### config.mk
export PLATFORM = sky130hd
export DESIGN_NAME = hazard_unit_flat
export DESIGN_NICKNAME = d
export VERILOG_FILES = /design/src/rtl/cpu_types_pkg.sv /design/src/rtl/hazard_unit_if.sv /design/src/rtl/hazard_perf_counter.sv /design/src/rtl/hazard_unit.sv /design/src/flat_wrapper.sv
export SDC_FILE = /design/constraint.sdc
export NUM_CORES = 1
export LEC_CHECK = 0
export BUFFER_PORTS_ARGS = -buffer_cell sky130_fd_sc_hd__buf_2
export CAP_MARGIN = 20
export CORE_ASPECT_RATIO = 0.75
export CORE_UTILIZATION = 45
export DETAILED_ROUTE_END_ITERATION = 8
export PLACE_DENSITY = 0.8
export SYNTH_ARGS = -nofsm -noshare
export SYNTH_HDL_FRONTEND = slang
export SYNTH_SLANG_ARGS = --single-unit
### constraint.sdc
create_clock -name CLK -period 2.06 [get_ports CLK]
set_clock_uncertainty 0.1 [all_clocks]
set_input_delay 0.103 -clock CLK [delete_from_list [all_inputs] [get_ports CLK]]
set_output_delay 0.103 -clock CLK [all_outputs]
set_load 0.01 [all_outputs]
### src/rtl/cpu_types_pkg.sv
// Shared CPU types: register index, hazard FSM state and the load-use match rule.
package cpu_types_pkg;

    localparam int unsigned REG_W = 5;

    typedef logic [REG_W-1:0] regbits_t;

    typedef enum logic [1:0] {
        RUN    = 2'd0,
        DWAIT  = 2'd1,
        HALTED = 2'd2
    } hazard_state_t;

    // Register 0 is hardwired to zero, so a load targeting it never creates a dependency.
    function automatic logic load_use_hit(
        input logic     mem_read,
        input regbits_t wsel,
        input regbits_t rs,
        input regbits_t rt,
        input logic     uses_rt
    );
        return mem_read && (wsel != '0) && ((rs == wsel) || (uses_rt && (rt == wsel)));
    endfunction

endpackage

### src/rtl/hazard_unit_if.sv
// Signal bundle between the pipeline hazard unit and its environment.
interface hazard_unit_if #(
    parameter int unsigned STALL_CNT_W = 32,
    parameter int unsigned FLUSH_CNT_W = 16
) (
    input logic CLK
);
    import cpu_types_pkg::*;

    logic                   RST;
    logic                   idex_MemRead_out;
    regbits_t               idex_wsel_out;
    regbits_t               ifid_rs_out;
    regbits_t               ifid_rt_out;
    logic                   ifid_uses_rt;
    logic                   exmem_branch_taken;
    logic                   exmem_dmemreq;
    logic                   dhit;
    logic                   ihit;
    logic                   memwb_halt_out;

    logic                   pc_en;
    logic                   ifid_en;
    logic                   idex_en;
    logic                   exmem_en;
    logic                   memwb_en;
    logic                   ifid_flush;
    logic                   idex_flush;
    logic                   exmem_flush;
    logic                   memwb_flush;
    hazard_state_t          state_out;
    logic [STALL_CNT_W-1:0] stall_cycles;
    logic [FLUSH_CNT_W-1:0] flush_count;

    modport hu (
        input  CLK, RST, idex_MemRead_out, idex_wsel_out, ifid_rs_out, ifid_rt_out,
               ifid_uses_rt, exmem_branch_taken, exmem_dmemreq, dhit, ihit, memwb_halt_out,
        output pc_en, ifid_en, idex_en, exmem_en, memwb_en,
               ifid_flush, idex_flush, exmem_flush, memwb_flush,
               state_out, stall_cycles, flush_count
    );

    modport tb (
        input  CLK, pc_en, ifid_en, idex_en, exmem_en, memwb_en,
               ifid_flush, idex_flush, exmem_flush, memwb_flush,
               state_out, stall_cycles, flush_count,
        output RST, idex_MemRead_out, idex_wsel_out, ifid_rs_out, ifid_rt_out,
               ifid_uses_rt, exmem_branch_taken, exmem_dmemreq, dhit, ihit, memwb_halt_out
    );

endinterface

### src/rtl/hazard_perf_counter.sv
// Event counter with synchronous reset; wraps or saturates depending on SATURATE.
module hazard_perf_counter #(
    parameter int unsigned WIDTH    = 16,
    parameter bit          SATURATE = 1'b0
) (
    input  logic             clk,
    input  logic             rst,
    input  logic             inc,
    output logic [WIDTH-1:0] count
);

    logic at_max;

    assign at_max = &count;

    always_ff @(posedge clk) begin
        if (rst) begin
            count <= '0;
        end else if (inc && !(SATURATE && at_max)) begin
            count <= count + WIDTH'(1);
        end
    end

endmodule

### src/rtl/hazard_unit.sv
// Pipeline hazard unit: combinational stall/flush control plus a RUN/DWAIT/HALTED FSM.
module hazard_unit
    import cpu_types_pkg::*;
#(
    parameter int unsigned STALL_CNT_W = 32,
    parameter int unsigned FLUSH_CNT_W = 16
) (
    hazard_unit_if.hu bus
);

    hazard_state_t state_q;
    hazard_state_t state_d;

    logic data_wait;
    logic load_use;
    logic pc_en;
    logic ifid_en;
    logic idex_en;
    logic exmem_en;
    logic memwb_en;
    logic ifid_flush;
    logic idex_flush;
    logic exmem_flush;
    logic memwb_flush;
    logic branch_flush;
    logic stall_inc;

    assign data_wait = bus.exmem_dmemreq && !bus.dhit;
    assign load_use  = load_use_hit(bus.idex_MemRead_out, bus.idex_wsel_out,
                                    bus.ifid_rs_out, bus.ifid_rt_out, bus.ifid_uses_rt);

    always_ff @(posedge bus.CLK) begin
        if (bus.RST) begin
            state_q <= RUN;
        end else begin
            state_q <= state_d;
        end
    end

    always_comb begin
        state_d = state_q;
        unique case (state_q)
            RUN:     if (data_wait) state_d = DWAIT;
            DWAIT:   if (bus.dhit)  state_d = RUN;
            HALTED:  state_d = HALTED;
            default: state_d = RUN;
        endcase
        // A halt overrides any other transition; it only takes effect next cycle.
        if (bus.memwb_halt_out) begin
            state_d = HALTED;
        end
    end

    always_comb begin
        pc_en        = 1'b1;
        ifid_en      = 1'b1;
        idex_en      = 1'b1;
        exmem_en     = 1'b1;
        memwb_en     = 1'b1;
        ifid_flush   = 1'b0;
        idex_flush   = 1'b0;
        exmem_flush  = 1'b0;
        memwb_flush  = 1'b0;
        branch_flush = 1'b0;
        if (state_q == HALTED) begin
            pc_en    = 1'b0;
            ifid_en  = 1'b0;
            idex_en  = 1'b0;
            exmem_en = 1'b0;
            memwb_en = 1'b0;
        end else if (data_wait) begin
            // Freeze up to MEM and let a bubble drain into WB.
            pc_en       = 1'b0;
            ifid_en     = 1'b0;
            idex_en     = 1'b0;
            exmem_en    = 1'b0;
            memwb_flush = 1'b1;
        end else if (bus.exmem_branch_taken) begin
            ifid_flush   = 1'b1;
            idex_flush   = 1'b1;
            exmem_flush  = 1'b1;
            branch_flush = 1'b1;
        end else if (load_use) begin
            pc_en      = 1'b0;
            ifid_en    = 1'b0;
            idex_flush = 1'b1;
        end else if (!bus.ihit) begin
            pc_en      = 1'b0;
            ifid_flush = 1'b1;
        end
    end

    assign stall_inc = (state_q != HALTED) && !pc_en;

    assign bus.pc_en       = pc_en;
    assign bus.ifid_en     = ifid_en;
    assign bus.idex_en     = idex_en;
    assign bus.exmem_en    = exmem_en;
    assign bus.memwb_en    = memwb_en;
    assign bus.ifid_flush  = ifid_flush;
    assign bus.idex_flush  = idex_flush;
    assign bus.exmem_flush = exmem_flush;
    assign bus.memwb_flush = memwb_flush;
    assign bus.state_out   = state_q;

    hazard_perf_counter #(
        .WIDTH    (STALL_CNT_W),
        .SATURATE (1'b0)
    ) u_stall_cnt (
        .clk   (bus.CLK),
        .rst   (bus.RST),
        .inc   (stall_inc),
        .count (bus.stall_cycles)
    );

    hazard_perf_counter #(
        .WIDTH    (FLUSH_CNT_W),
        .SATURATE (1'b1)
    ) u_flush_cnt (
        .clk   (bus.CLK),
        .rst   (bus.RST),
        .inc   (branch_flush),
        .count (bus.flush_count)
    );

endmodule

### src/flat_wrapper.sv
// flat-port wrapper written by rule: the top's interface ports become plain ports
module hazard_unit_flat import cpu_types_pkg::*;
#(
    parameter int unsigned STALL_CNT_W = 32,
    parameter int unsigned FLUSH_CNT_W = 16
)
  (CLK, bus_RST, bus_idex_MemRead_out, bus_idex_wsel_out, bus_ifid_rs_out, bus_ifid_rt_out, bus_ifid_uses_rt, bus_exmem_branch_taken, bus_exmem_dmemreq, bus_dhit, bus_ihit, bus_memwb_halt_out, bus_pc_en, bus_ifid_en, bus_idex_en, bus_exmem_en, bus_memwb_en, bus_ifid_flush, bus_idex_flush, bus_exmem_flush, bus_memwb_flush, bus_state_out, bus_stall_cycles, bus_flush_count);
  hazard_unit_if #(.STALL_CNT_W(STALL_CNT_W), .FLUSH_CNT_W(FLUSH_CNT_W)) bus_i (.CLK(CLK));
  input wire logic CLK;
  input wire logic [$bits(bus_i.RST)-1:0] bus_RST;
  input wire logic [$bits(bus_i.idex_MemRead_out)-1:0] bus_idex_MemRead_out;
  input wire logic [$bits(bus_i.idex_wsel_out)-1:0] bus_idex_wsel_out;
  input wire logic [$bits(bus_i.ifid_rs_out)-1:0] bus_ifid_rs_out;
  input wire logic [$bits(bus_i.ifid_rt_out)-1:0] bus_ifid_rt_out;
  input wire logic [$bits(bus_i.ifid_uses_rt)-1:0] bus_ifid_uses_rt;
  input wire logic [$bits(bus_i.exmem_branch_taken)-1:0] bus_exmem_branch_taken;
  input wire logic [$bits(bus_i.exmem_dmemreq)-1:0] bus_exmem_dmemreq;
  input wire logic [$bits(bus_i.dhit)-1:0] bus_dhit;
  input wire logic [$bits(bus_i.ihit)-1:0] bus_ihit;
  input wire logic [$bits(bus_i.memwb_halt_out)-1:0] bus_memwb_halt_out;
  output wire logic [$bits(bus_i.pc_en)-1:0] bus_pc_en;
  output wire logic [$bits(bus_i.ifid_en)-1:0] bus_ifid_en;
  output wire logic [$bits(bus_i.idex_en)-1:0] bus_idex_en;
  output wire logic [$bits(bus_i.exmem_en)-1:0] bus_exmem_en;
  output wire logic [$bits(bus_i.memwb_en)-1:0] bus_memwb_en;
  output wire logic [$bits(bus_i.ifid_flush)-1:0] bus_ifid_flush;
  output wire logic [$bits(bus_i.idex_flush)-1:0] bus_idex_flush;
  output wire logic [$bits(bus_i.exmem_flush)-1:0] bus_exmem_flush;
  output wire logic [$bits(bus_i.memwb_flush)-1:0] bus_memwb_flush;
  output wire logic [$bits(bus_i.state_out)-1:0] bus_state_out;
  output wire logic [$bits(bus_i.stall_cycles)-1:0] bus_stall_cycles;
  output wire logic [$bits(bus_i.flush_count)-1:0] bus_flush_count;
  assign bus_i.RST = bus_RST;
  assign bus_i.idex_MemRead_out = bus_idex_MemRead_out;
  assign bus_i.idex_wsel_out = bus_idex_wsel_out;
  assign bus_i.ifid_rs_out = bus_ifid_rs_out;
  assign bus_i.ifid_rt_out = bus_ifid_rt_out;
  assign bus_i.ifid_uses_rt = bus_ifid_uses_rt;
  assign bus_i.exmem_branch_taken = bus_exmem_branch_taken;
  assign bus_i.exmem_dmemreq = bus_exmem_dmemreq;
  assign bus_i.dhit = bus_dhit;
  assign bus_i.ihit = bus_ihit;
  assign bus_i.memwb_halt_out = bus_memwb_halt_out;
  assign bus_pc_en = bus_i.pc_en;
  assign bus_ifid_en = bus_i.ifid_en;
  assign bus_idex_en = bus_i.idex_en;
  assign bus_exmem_en = bus_i.exmem_en;
  assign bus_memwb_en = bus_i.memwb_en;
  assign bus_ifid_flush = bus_i.ifid_flush;
  assign bus_idex_flush = bus_i.idex_flush;
  assign bus_exmem_flush = bus_i.exmem_flush;
  assign bus_memwb_flush = bus_i.memwb_flush;
  assign bus_state_out = bus_i.state_out;
  assign bus_stall_cycles = bus_i.stall_cycles;
  assign bus_flush_count = bus_i.flush_count;
  hazard_unit #(.STALL_CNT_W(STALL_CNT_W), .FLUSH_CNT_W(FLUSH_CNT_W)) u_core (.bus(bus_i));
endmodule
# Word level (Yosys, flattened, before mapping)
# Cells that the tools add are included.
dict set report totals {
  reg_bits 50
  latchBits 0
  ram_bits 0
  romBits 0
  elab_cells 61
  mem_count 0
}
dict set report op_classes {
  add_sub_neg 2
  n_mul 0
  div 0
  n_lt_le_gt_ge 0
  eq_ne 9
  shifts 0
  mux 30
  bitwise 0
  reduce_logical 16
}
# operator n
set ops {}
lappend ops {{$add 32x1->32 const B} 1}
lappend ops {{$mux 1} 26}
lappend ops {{$add 16x1->16 const B} 1}
lappend ops {{$reduce_and 16->1} 1}
lappend ops {{$eq 5x5->1} 2}
lappend ops {{$logic_and 1x1->1} 6}
lappend ops {{$mux 2} 3}
lappend ops {{$pmux 2 s3} 1}
lappend ops {{$reduce_bool 5->1} 1}
lappend ops {{$ne 2x2->1 const B} 2}
lappend ops {{$reduce_and 2->1} 2}
lappend ops {{$logic_not 1->1} 3}
lappend ops {{$ne 3x2->1 const B} 1}
lappend ops {{$ne 3x3->1 const B} 1}
lappend ops {{$eq 2x1->1 const B} 1}
lappend ops {{$eq 2x2->1 const B} 1}
lappend ops {{$logic_not 2->1} 1}
lappend ops {{$ne 2x1->1 const B} 1}
lappend ops {{$reduce_or 2->1} 1}
lappend ops {{$logic_or 1x1->1} 1}

# Longest topological paths before layout
dict set report logic_depth {
  ltp_word 10
  mapped_depth 9
  mapped_depth_nobuf 7
}

# Cells and area by module
# A second synthesis with hierarchy kept.
dict set report unflattened {
  cells_unflattened 317
  area_unflattened_um2 2700.1
}
# mod n_inst cells_each area_per_inst_um2
set modules_own_cells {}
lappend modules_own_cells {{hazard_perf_counter at u_core.u_stall_cnt} 1 181 1564.0}
lappend modules_own_cells {{hazard_perf_counter at u_core.u_flush_cnt} 1 96 833.3}
lappend modules_own_cells {hazard_unit 1 40 302.8}

# Least setup slack after synthesis
# OpenSTA, ideal clock, no wires.
dict set report synth_timing {
  kind {flip-flop to flip-flop}
  startpoint {register u_core.u_stall_cnt.count[6]}
  endpoint {register u_core.u_stall_cnt.count[29]}
  setup_time_ps 70
  arrival_ps 1802
  path_slack_ps 87
  stages_incl_launch_ff 7
  path_buffers 0
  period_less_slack_ps 1973
  cell_sequence {dfxtp_1 and4_4 nand4_4 nor4_2 nand3_1 or4_1 a21oi_1}
}
dict set report synth_via {
  elab_chain_len 1
}
# item line_no
set synth_rtl {}
lappend synth_rtl {{start: declaration} hazard_perf_counter.sv:9} ;# output logic [WIDTH-1:0] count
lappend synth_rtl {{start signal: assignment} hazard_perf_counter.sv:20} ;# count <= count + WIDTH'(1);
lappend synth_rtl {{$add 32x1->32} hazard_perf_counter.sv:20}
# No other way between the ends.
# A chain may end at the register's enable or synchronous reset.

# Worst setup path after layout
dict set report layout_timing {
  startpoint {register u_core.u_stall_cnt.count[14]}
  endpoint {register u_core.u_stall_cnt.count[20]}
}
# Same word-level chain as after synthesis.

==> out/qor.txt <==
outcome - finished, final reports clean
Worst Tran Pin Value - 0.444 ns
period utilisation layout - 95.5%
Leakage - 1.39 nW
Max Freq - 0.508 GHz
Final min period - 1.97 ns
Slew headroom - 70.4%
RSZ-0062 raised after global routing - no
Post-Synth Simple-Gate Area - 29.2%
average footprint of a synthesized cell - 8.31 um2
Worst EP arrival - 2.11 ns
RD Place Congestion - 0.816
Critical Path RT - 2.20 ns
Mapped Cells - 319
post-synthesis mux area share - 1.18%
xor/xnor cell area share of the yosys netlist - 8.92%
sequential share of the synthesized area - 37.8%
CTS sink cnt - 50
number of synthesized flops with an enable pin - 0
cell taking the most area after synthesis - dfxtp_1
Net Count, Synth - 345
max_cap viols - 0
switching share of power - 24.8%
number of remaining DRC errors - 0
GRT Total Usage - 21.1%
H-tree levels - 2
Max clock buf depth - 2
async set-reset flop share out of synthesis - 0%
min-delay worst type - primary input to flip-flop
antenna cells - 0
Internal - 0.00134 W
final-report hold violation count - 0
synthesized area - 0.00265 mm2
DIE WIDTH - 90.6 um
clock power share - 32.9%
commonest non-fill, non-tap cell in the layout - buf_2
nets - 444
core area - 0.00550 mm2
top post-synthesis cells by area - dfxtp_1, a21oi_1, xnor2_1
Final setup viols - 0
Fillers - 480
Area growth syn-to-layout - 29.2%
Die Area - 0.00620 mm2
HPWL after DPL - 4.93 mm
WL per Instance - 13.4 um
CTS tree - yes
largest family of logic cells by synthesized area - simple AND/OR/NAND/NOR gates
total congestion overflow - 0
clk_lat worst skew - 0.30 ns
Met3 Wirelength - 321 um
Clock transition at path regs - 0.09 ns
Routed WL - 6.60 mm
initial antenna violation count - 0
Yosys warnings - 0
#FFs+latches synth - 50
Comb pwr share - 11.7%
largest fanout on the critical path - 6
DP Worst Slack - 0.0633 ns
largest net degree at the start of global routing - 24
Setup TNS Final - 0 ns
Via density - 5.47
sequential cell area - 0.00100 mm2
Root Driver - clkbuf_8
share of power burned in registers - 55.4%
Adder-Cell Fraction of Synth Area - 0.944%
layout cells sized above 1 - 32.0%
top routing layer in use - met4
Vias - 2701
initial core utilization - 48.2%
element type at the critical path end - flip-flop
Post-synth top flop - dfxtp_1
number of global-route vias before repair - 2433
Met1 Wirelength - 3.09 mm
Pwr Density - 519 mW/mm2
DRT iter0 DRCs - 103
pins over their slew limit - 0
top cell type's share of synthesized area - 37.8%
most frequent cells in the layout - buf_2, dfxtp_1, a21oi_1, nor2_1, nand2_1
Setup WS post-layout - 0.0933 ns
design area - 0.00342 mm2
switching pwr - 0.000440 W
Cell variety after synth - 41
die height - 68.5 um
global-route wire length before repair - 10.7 mm
DP Area - 0.00324 mm2
TritonRoute pass-1 iters - 4
Compound-Gate Fraction of Synth Area - 16.5%
metal2 WL - 3.13 mm
Routed Antenna Nets - 0
Peak VDD IR - 0.352 mV
multi-input logic area - 0.00155 mm2
PortBufs - 82
total CTS buffers - 5
Worst Path Class, Setup - flip-flop to flip-flop
# IOs - 83
Site Rows - 23
CP Launch Type - flip-flop
==> cells in the mapped netlist (4+ instances only) <==
cell / count
dfxtp_1: 50
a21oi_1: 33
nor2_1: 32
nand2_1: 21
nand4_1: 17
or3_1: 17
o21ai_0: 16
xnor2_1: 15
nand3_1: 14
or4_1: 13
inv_1: 12
o31ai_1: 12
xor2_1: 12
clkbuf_1: 6
and3_1: 4
buf_4: 4
nor3_1: 4
==> kinds of logic after synthesis <==
family                   after synthesis
XOR/XNOR                              27
AND/OR/NAND/NOR                      140
AO/OA/AOI/OAI                         69
adder cells (fa/ha/maj)                2
flip-flops                            50
buffers and inverters                 28
multiplexers                           3
==> power by group through the flow <==
stage                     clock [W]  sequential [W]  combinational (W)
after CTS                  0.000597        0.000984           0.000202
final                      0.000584        0.000984           0.000208
after detailed placement          0         0.00101           0.000198
after global routing       0.000644        0.000987           0.000230
after global placement            0         0.00101           0.000192
after floorplan                   0         0.00101           0.000112
==> path summary, 6_finish.rpt <==
kind                                                   from                                        end  slack, ns  cells after the start
hold reg to reg    u_core.u_stall_cnt.count[9]$_SDFFE_PP0P_   u_core.u_stall_cnt.count[9]$_SDFFE_PP0P_       0.38                      2
setup reg to reg  u_core.u_stall_cnt.count[14]$_SDFFE_PP0P_  u_core.u_stall_cnt.count[20]$_SDFFE_PP0P_       0.09                      7
setup / recovery  u_core.u_stall_cnt.count[14]$_SDFFE_PP0P_  u_core.u_stall_cnt.count[20]$_SDFFE_PP0P_       0.09                      7
hold / removal                                      bus_RST   u_core.u_flush_cnt.count[7]$_SDFFE_PP0P_       0.12                      2
==> worst max-delay path: stages (launching register included) <==
cell	delay, ns
dfxtp_1	0.34
and4_2	0.28
nand4_4	0.15
buf_4	0.18
nor2_1	0.14
nand3_2	0.15
or4_1	0.43
a21oi_1	0.15
==> registers in the layout, summed over array words and instances, names as in the netlist <==
register,count
u_core.bus.state_out,2
u_core.u_flush_cnt.count,16
u_core.u_stall_cnt.count,32
==> metal layers <==
layer	track usage, %	vias to the layer above
met3	3.89	7
met1	27.2	1267
met5	0	-
met4	5.04	0
li1	-	1350
met2	37.2	77
==> metrics by stage <==
step	hold WS [ns]	std cells	utilization (%)	total power [W]
after floorplan	0.113	319	-	0.00113
after detailed placement	0.236	481	58.9	0.00121
after global routing	0.139	494	62.3	0.00186
after CTS	0.129	492	61.1	0.00178
final	0.125	494	62.3	0.00178
after global placement	0.215	481	58.9	0.00120
==> timing repair <==
item / 4_1_cts / 5_1_grt
setup endpoints to repair: 0 / 23
hold buffers: 3 / 0
endpoints found under the hold margin: 2 / 0
resized for setup: 0 / 12
setup buffers: 0 / 2
==> cell type report <==
type | instances | share of cell area [%]
flip-flops and latches | 50 | 29.3
repair buffers | 108 | 18.7
clock buffers | 7 | 2.52
clock inverters | 1 | 0.146
multi-input cells | 241 | 45.2
inverters | 12 | 1.32
well taps | 75 | 2.74
Power figures use the tool's default switching activity.
